<file path="src/rtl/instnorm_stats_034_pkg.sv">
// Shared types and constants for the instance-normalisation statistics block.
// The block collects one instance of samples, then emits its mean and variance.
package instnorm_pkg;
  localparam int SAMPLE_W = 16;
  localparam int STAT_W   = 32;

  localparam logic SEL_MEAN = 1'b0;
  localparam logic SEL_VAR  = 1'b1;

  typedef enum logic [1:0] {
    ACC  = 2'd0,
    MEAN = 2'd1,
    VAR  = 2'd2
  } state_e;
endpackage

</file>
<file path="src/rtl/instnorm_stats_034_if.sv">
// Sample-in and statistic-out handshake bundle.
// The slave side is the statistics block; the master side is its environment.
interface instnorm_stats_034_if;
  logic        valid_in;
  logic        ready_in;
  logic [31:0] input_data;
  logic        valid_out;
  logic        out_ready;
  logic [31:0] output_data;
  logic        stat_sel;

  modport slave (
    input  valid_in, input_data, out_ready,
    output ready_in, valid_out, output_data, stat_sel
  );

  modport master (
    output valid_in, input_data, out_ready,
    input  ready_in, valid_out, output_data, stat_sel
  );
endinterface

</file>
<file path="src/rtl/instnorm_stats_034_acc.sv">
// Running sum / sum-of-squares / sample counter for one instance.
// Exposes the next sum so the caller can derive the mean on the final sample's edge.
module instnorm_acc
  import instnorm_pkg::*;
#(
  parameter int LOG2_N = 6
) (
  input  logic                                 clk,
  input  logic                                 rst_n,
  input  logic                                 en,
  input  logic                                 clr,
  input  logic signed [SAMPLE_W-1:0]           x,
  output logic signed [SAMPLE_W+LOG2_N-1:0]    sum_d,
  output logic        [2*SAMPLE_W+LOG2_N-1:0]  sumsq_q,
  output logic                                 last
);
  localparam int SUM_W = SAMPLE_W + LOG2_N;
  localparam int SQ_W  = 2 * SAMPLE_W + LOG2_N;

  logic signed [SUM_W-1:0]      sum_q;
  logic        [SQ_W-1:0]       sumsq_d;
  logic        [LOG2_N-1:0]     cnt_q;
  logic        [LOG2_N-1:0]     cnt_d;
  logic signed [2*SAMPLE_W-1:0] sq;

  assign sq   = 32'(x) * 32'(x);
  assign last = en & (cnt_q == '1);

  always_comb begin
    sum_d   = sum_q;
    sumsq_d = sumsq_q;
    cnt_d   = cnt_q;
    if (clr) begin
      sum_d   = '0;
      sumsq_d = '0;
      cnt_d   = '0;
    end else if (en) begin
      // Widths carry LOG2_N guard bits, so a full instance can never overflow.
      sum_d   = sum_q + SUM_W'(x);
      sumsq_d = sumsq_q + SQ_W'($unsigned(sq));
      cnt_d   = cnt_q + 1'b1;
    end
  end

  always_ff @(posedge clk or negedge rst_n) begin
    if (!rst_n) begin
      sum_q   <= '0;
      sumsq_q <= '0;
      cnt_q   <= '0;
    end else begin
      sum_q   <= sum_d;
      sumsq_q <= sumsq_d;
      cnt_q   <= cnt_d;
    end
  end
endmodule

</file>
<file path="src/rtl/instnorm_stats_034.sv">
// Instance statistics: accepts 2^LOG2_N signed samples, then emits a mean beat
// followed by a variance beat before accepting the next instance.
module instnorm_stats_034
  import instnorm_pkg::*;
#(
  parameter int LOG2_N = 6
) (
  input logic                    clk,
  input logic                    rst_n,
  instnorm_stats_034_if.slave    bus
);
  localparam int SUM_W = SAMPLE_W + LOG2_N;
  localparam int SQ_W  = 2 * SAMPLE_W + LOG2_N;

  state_e              state_q, state_d;
  logic                ready_q, ready_d;
  logic                valid_q, valid_d;
  logic                sel_q, sel_d;
  logic [STAT_W-1:0]   data_q, data_d;
  logic [STAT_W-1:0]   msq_q, msq_d;

  logic                       take;
  logic                       clr;
  logic                       last;
  logic signed [SUM_W-1:0]    sum_d;
  logic        [SQ_W-1:0]     sumsq_q;
  logic signed [SUM_W-1:0]    sum_sh;
  logic signed [SAMPLE_W-1:0] mean_next;
  logic signed [STAT_W-1:0]   msq_next;
  logic        [STAT_W-1:0]   sumsq_sh;
  logic        [STAT_W+1:0]   var_diff;
  logic        [STAT_W-1:0]   var_val;
  logic                       unused_bits;

  assign take = bus.valid_in & ready_q;

  instnorm_acc #(.LOG2_N(LOG2_N)) u_acc (
    .clk     (clk),
    .rst_n   (rst_n),
    .en      (take),
    .clr     (clr),
    .x       (bus.input_data[SAMPLE_W-1:0]),
    .sum_d   (sum_d),
    .sumsq_q (sumsq_q),
    .last    (last)
  );

  // Arithmetic shift floors toward -inf; the quotient always fits in a sample.
  assign sum_sh    = sum_d >>> LOG2_N;
  assign mean_next = sum_sh[SAMPLE_W-1:0];
  assign msq_next  = 32'(mean_next) * 32'(mean_next);

  assign sumsq_sh = sumsq_q[SQ_W-1:LOG2_N];
  assign var_diff = {2'b00, sumsq_sh} - {2'b00, msq_q};
  assign var_val  = var_diff[STAT_W+1] ? '0 : var_diff[STAT_W-1:0];

  assign unused_bits = ^{bus.input_data[31:SAMPLE_W], sum_sh[SUM_W-1:SAMPLE_W],
                         sumsq_q[LOG2_N-1:0], var_diff[STAT_W]};

  always_comb begin
    state_d = state_q;
    valid_d = valid_q;
    sel_d   = sel_q;
    data_d  = data_q;
    msq_d   = msq_q;
    clr     = 1'b0;
    case (state_q)
      ACC: begin
        if (last) begin
          state_d = MEAN;
          valid_d = 1'b1;
          sel_d   = SEL_MEAN;
          data_d  = STAT_W'(mean_next);
          msq_d   = $unsigned(msq_next);
        end
      end
      MEAN: begin
        if (bus.out_ready) begin
          state_d = VAR;
          sel_d   = SEL_VAR;
          data_d  = var_val;
        end
      end
      VAR: begin
        if (bus.out_ready) begin
          state_d = ACC;
          valid_d = 1'b0;
          sel_d   = SEL_MEAN;
          data_d  = '0;
          clr     = 1'b1;
        end
      end
      default: state_d = ACC;
    endcase
    ready_d = (state_d == ACC);
  end

  always_ff @(posedge clk or negedge rst_n) begin
    if (!rst_n) begin
      state_q <= ACC;
      ready_q <= 1'b0;
      valid_q <= 1'b0;
      sel_q   <= SEL_MEAN;
      data_q  <= '0;
      msq_q   <= '0;
    end else begin
      state_q <= state_d;
      ready_q <= ready_d;
      valid_q <= valid_d;
      sel_q   <= sel_d;
      data_q  <= data_d;
      msq_q   <= msq_d;
    end
  end

  assign bus.ready_in    = ready_q;
  assign bus.valid_out   = valid_q;
  assign bus.stat_sel    = sel_q;
  assign bus.output_data = data_q;
endmodule
</file>
<file path="src/flat_wrapper.sv">
// flat-port wrapper written by rule: the top's interface ports become plain ports
module instnorm_stats_034_flat import instnorm_pkg::*;
#(
  parameter int LOG2_N = 6
)
  (clk, rst_n, bus_valid_in, bus_input_data, bus_out_ready, bus_ready_in, bus_valid_out, bus_output_data, bus_stat_sel);
  instnorm_stats_034_if bus_i ();
  input logic clk;
  input logic rst_n;
  input wire logic [$bits(bus_i.valid_in)-1:0] bus_valid_in;
  input wire logic [$bits(bus_i.input_data)-1:0] bus_input_data;
  input wire logic [$bits(bus_i.out_ready)-1:0] bus_out_ready;
  output wire logic [$bits(bus_i.ready_in)-1:0] bus_ready_in;
  output wire logic [$bits(bus_i.valid_out)-1:0] bus_valid_out;
  output wire logic [$bits(bus_i.output_data)-1:0] bus_output_data;
  output wire logic [$bits(bus_i.stat_sel)-1:0] bus_stat_sel;
  assign bus_i.valid_in = bus_valid_in;
  assign bus_i.input_data = bus_input_data;
  assign bus_i.out_ready = bus_out_ready;
  assign bus_ready_in = bus_i.ready_in;
  assign bus_valid_out = bus_i.valid_out;
  assign bus_output_data = bus_i.output_data;
  assign bus_stat_sel = bus_i.stat_sel;
  instnorm_stats_034 #(.LOG2_N(LOG2_N)) u_core (.clk(clk), .rst_n(rst_n), .bus(bus_i));
endmodule
</file>
<file path="config.mk">
export PLATFORM = sky130hd
export DESIGN_NAME = instnorm_stats_034_flat
export DESIGN_NICKNAME = d
export VERILOG_FILES = /design/src/rtl/instnorm_stats_034_pkg.sv /design/src/rtl/instnorm_stats_034_if.sv /design/src/rtl/instnorm_stats_034_acc.sv /design/src/rtl/instnorm_stats_034.sv /design/src/flat_wrapper.sv
export SDC_FILE = /design/constraint.sdc
export NUM_CORES = 2
export LEC_CHECK = 0
export ABC_AREA = 1
export BUFFER_PORTS_ARGS = -buffer_cell sky130_fd_sc_hd__clkbuf_2
export CAP_MARGIN = 20
export CORE_UTILIZATION = 30
export DETAILED_ROUTE_END_ITERATION = 8
export PLACE_DENSITY = 0.52
export SLEW_MARGIN = 20
export SYNTH_ARGS = -nofsm -noshare
export SYNTH_HDL_FRONTEND = slang
export SYNTH_SLANG_ARGS = --single-unit
export TNS_END_PERCENT = 20
</file>
<file path="constraint.sdc">
create_clock -name clk -period 16.9 [get_ports clk]
set_input_delay 2.535 -clock clk [delete_from_list [all_inputs] [get_ports clk]]
set_output_delay 2.535 -clock clk [all_outputs]
set_load 0.01 [all_outputs]
</file>
# == Word level (Yosys, flattened, before mapping) ==
# Cells that the tools add are included.
# totals
ff_bits,135
inputBits,36
out_inout_bits,35
word_cells,55
# op_classes
addsub,4
mul,2
n_eq_ne,6
n_mux,23
n_bitwise,2
n_reduce_logical,8
# ops
cell,count
$mux W32,4
$pmux W32 S3,1
$mux W38,2
$mul A16 B16 Y32,2
$mux W22,2
$add A38 B32 Y38,1
$sub A32 B32 Y33,1
$add A22 B16 Y22,1
$mux W6,2
$add A6 B1 Y6 const B,1
$eq A6 B6 Y1 const B,1
$mux W1,6
$mux W2,3
$pmux W2 S3,1
$logic_not A2 Y1,2
$ne A2 B2 Y1 const B,2
$reduce_and A4 Y1,1
$reduce_bool A2 Y1,2
$pmux W1 S3,1
$reduce_and A3 Y1,1
$reduce_bool A3 Y1,1
$and A1 B1 Y1,2
$eq A2 B1 Y1 const B,1
$eq A2 B2 Y1 const B,1
other kinds (3),3

# == Longest topological paths before layout ==
# depth
word_depth,5
depth_mapped,39
mapped_depth_nobuf,39

# == Modules after synthesis ==
# A second synthesis with hierarchy kept.
# hier_totals
hier_cells,4307
area_unflattened_um2,31011.0
# modules_own_cells
module,n_inst,cells_each,area_each_um2,seq_area_each_um2
instnorm_acc,1,2168,15745.1,1651.6
instnorm_stats_034,1,2139,15265.9,1701.6

# == Least setup slack after synthesis ==
# Ideal clock, no wire load.
# synth_timing
path_kind,input to register
from,in bus_input_data[3]
to,reg u_core.u_acc.sumsq_q[33]
setup_ns,0.119
arrival_time_ns,8.998
t_required_ns,16.781
setup_slack_ns,7.783
path_stages,34
n_path_buf,2
cell_sequence,clkbuf_1 -> clkbuf_1 -> nand2_1 -> fa_1 -> inv_1 -> fa_1 -> inv_1 -> fa_1 -> inv_1 -> fa_1 -> fa_1 -> inv_1 -> fa_1 -> inv_1 -> ha_1 -> a21oi_1 -> o21ai_0 -> a21oi_1 -> nand3_1 -> a21o_1 -> nand2_1 -> nand2_1 -> nand2_1 -> nand2_1 -> ha_1 -> nand2_1 -> nor2_1 -> inv_1 -> nor4_1 -> nand3b_1 -> nand3_1 -> nand3_1 -> nand2_1 -> nor2_1
# synth_between
elab_chain_len,4
# synth_lines
element,line_no,text
"start, declared",flat_wrapper.sv:11,input wire logic [$bits(bus_i.input_data)-1:0] bus_input_data;
$mul A16 B16 Y32,instnorm_stats_034_acc.sv:26,assign sq = 32'(x) * 32'(x);
$add A38 B32 Y38,instnorm_stats_034_acc.sv:40,sumsq_d = sumsq_q + SQ_W'($unsigned(sq));
$mux W38,instnorm_stats_034_acc.sv:37,end else if (en) begin
$mux W38,instnorm_stats_034_acc.sv:33,if (clr) begin
"end signal, assigned",instnorm_stats_034_acc.sv:52,sumsq_q <= sumsq_d;
"end, declared",instnorm_stats_034_acc.sv:14,"output logic [2*SAMPLE_W+LOG2_N-1:0] sumsq_q,"
# No other way between the ends. The select of a mux whose other input is x is not followed.
# A chain may end at the register's enable or synchronous reset.

# == Worst setup path in the final report ==
# layout_timing
from,in bus_out_ready
to,reg u_core.msq_q[23]
# layout_between
elab_chain_len,4
# layout_lines
element,line_no,text
"start, declared",flat_wrapper.sv:12,input wire logic [$bits(bus_i.out_ready)-1:0] bus_out_ready;
$mux W1,instnorm_stats_034.sv:85,if (bus.out_ready) begin
$mux W1,instnorm_stats_034.sv:67,case (state_q)
$mux W22,instnorm_stats_034_acc.sv:33,
named net u_core.sum_d[18],instnorm_stats_034.sv:25,logic signed [SUM_W-1:0] sum_d;
$mul A16 B16 Y32,instnorm_stats_034.sv:51,assign msq_next = 32'(mean_next) * 32'(mean_next);
"end signal, assigned",instnorm_stats_034.sv:112,msq_q <= msq_d;
"end, declared",instnorm_stats_034.sv:20,"logic [STAT_W-1:0] msq_q, msq_d;"
# The timed path passes the listed nets, and every way through them passes these cells.

==> impl_metrics.ini <==
[route]
viasPerCell = 4.625
ant_nets = 0
routed_wl_mm = 84.68
vias = 24600
wl_met2_mm = 38.49
route.detailed.drc = 0
drt_iter0_drc = 1388
wl_per_cell_um = 15.92
drt_first_pass_iters = 8
top_layer = met5
drt-met1-wl_mm = 41.04
met3_length_mm = 4.134

[clocking]
cts_buffers = 17
clk_latency_ns = 0.48
cts_sinks = 134
cts_root_buf = clkbuf_16
clk_pin_slew_ns = 0.06
cts_tree = built
clock_path_buffers = 2
cts.hold.buffers_added = 0
cts_setup_buffers = 0
post_cts_resized = 0
cts.htree.levels = 4

[global_routing]
grt_antenna_before_repair = 2
grt_start_max_net_pins = 71
grt_pass1_vias = 25470
grt_pass1_wl_mm = 139.4
overflow = 0
grt_usage_pct = 17.50

[worst_setup_path]
crit_top_cell = inv_1
critPathSlowestCell = nor2_4
slowest_delay_ns = 0.63
crit_path_max_fanout = 34
cp-start-kind = primary input
critical-path-top-delay-family = adder cells
crit_path_end_kind = register
arrival_ns = 10.90
crit_type = primary input to register
cp.buffers_inverters = 11
crit_required_ns = 17.25

[logic_synthesis]
synthesis.area_um2 = 29900
synth_top_area_share_pct = 31.60
ys_types = 57
ys_ff_latch = 134
ys_top_cells_by_area = fa_1, inv_1, dfrtp_1, ha_1, nand2_1
synthArstFlopShare_pct = 100.0
synth_warnings = 0
syn-instance-count = 4011
yosysSeqAreaShare_pct = 11.21
synth_top_area_cell = fa_1
synth_fp_nets = 4785
ys.flop_type = dfrtp_1
syn_area_per_cell_um2 = 7.455
synth_edf_count = 0

[floorplan]
dieArea_um2 = 100900
die_h_um = 317.7
dieWidth_um = 317.7
start_util_pct = 30.34
io_pins = 71
core_um2 = 98560
rows = 115

[layout]
final_area_um2 = 32100
layout_common_cells = inv_1, nand2_1, fa_1
final_common_cell = inv_1
fill_cells = 10760
syn2layout_area_growth_pct = 7.339
final_nets = 4792
drive_gt1_share_pct = 4.490

[outcome]
status = finished clean

[sta]
maxSlewHeadroom_pct = 36.27
fin_crit_ns = 10.55
drv_slew = 0
rsz0062_at_grt = false
fin_crit_sh_pct = 62.40
hold_viol = 0
clock_skew_ns = 0.01592
tightest_slew_ns = 0.9487
setup_viol = 0
fmax_ghz = 0.09483
setup_tns_ns = 0

[flow_run]
drv_cap = 0

[hold_path]
holdCritPathClass = register to register

[placed_design]
place_area_um2 = 31490
routabilityCongestion = 0.9116
dp_hpwl_mm = 71.05
io_buffers = 54
-- cell type report --
cell class | count | area [um2] | area share, %
flip-flops and latches | 134 | 3353 | 10.45
multi-input cells | 2786 | 22370 | 69.69
inverters | 1017 | 3820 | 11.90
well taps | 1287 | 1610 | 5.017
diodes | 1 | 2.502 | 0.007796
clock buffers | 19 | 432.9 | 1.349
repair buffers | 62 | 336.6 | 1.049
clock inverters | 13 | 173.9 | 0.5418
-- kinds of logic after synthesis --
group | Yosys count | synth area share, %
adder cells (fa/ha/maj) | 738 | 42.73
AND/OR/NAND/NOR | 1548 | 21.67
multiplexers | 1 | 0.03347
flip-flops | 134 | 11.21
buffers and inverters | 1091 | 14.01
XOR/XNOR | 81 | 2.372
AO/OA/AOI/OAI | 418 | 7.971
-- final timing paths --
kind	from	endpoint	slack (ns)	cells after the start
min in group asynchronous	rst_n	u_core.u_acc.sum_q[20]	2.08	1
max	bus_out_ready	u_core.msq_q[23]	6.35	31
min	u_core.msq_q[23]	u_core.msq_q[23]	0.48	2
max in group asynchronous	rst_n	u_core.u_acc.sum_q[11]	13.36	2
min reg2reg	u_core.msq_q[23]	u_core.msq_q[23]	0.48	2
max reg2reg	u_core.state_q[0]	u_core.msq_q[23]	7.81	32
-- worst reg2reg max path: cells and delay by family (launching register included) --
| family | cells | cell delay (ns) |
|---|---|---|
| adders and majority gates | 8 | 3.67 |
| buffers and inverters | 11 | 2.19 |
| and+or+nand+nor | 10 | 2.00 |
| AOI/OAI and AO/OA | 3 | 0.71 |
| DFF | 1 | 0.39 |
-- state kept, by name, summed over array words and instances, names as in the netlist --
signal / count
u_core.bus.ready_in: 1
u_core.u_acc.sumsq_q: 38
u_core.bus.output_data: 32
u_core.state_q: 2
u_core.bus.stat_sel: 1
u_core.u_acc.cnt_q: 6
u_core.bus.valid_out: 1
u_core.msq_q: 31
u_core.u_acc.sum_q: 22
-- metrics by stage --
step / util, % / instances / hold slack, ns / setup WS, ns
after floorplan: - / 4011 / 0.4491 / 7.783
after global placement: 31.95 / 5286 / 0.4662 / 5.859
after detailed placement: 31.95 / 5286 / 0.4684 / 5.819
after CTS: 32.56 / 5318 / 0.4853 / 6.309
after global routing: 32.56 / 5318 / 0.5055 / 5.791
final: 32.57 / 5319 / 0.4816 / 6.355
-- layer usage --
metal / up-vias / GRT usage [%]
met1: 11960 / 25.02
met4: 2 / 3.042
met2: 462 / 28.16
met3: 58 / 2.573
met5: - / 0
li1: 12120 / -
-- synth_stat cells, types with 15 or more instances --
cell type	instances
a31oi_1	22
or2_2	15
dfrtp_1	134
fa_1	472
ha_1	266
a21o_1	19
nand2_2	17
inv_1	1002
xor2_1	52
clkbuf_1	41
buf_2	17
o21ai_0	145
nand2_1	883
nand3_1	155
o21bai_1	24
nor2_1	351
nor3_1	39
xnor2_1	29
nand4_1	35
a21oi_1	152
Power is not shown: default switching activity piles up to over one toggle a cycle in this logic, so the estimate is an artifact.
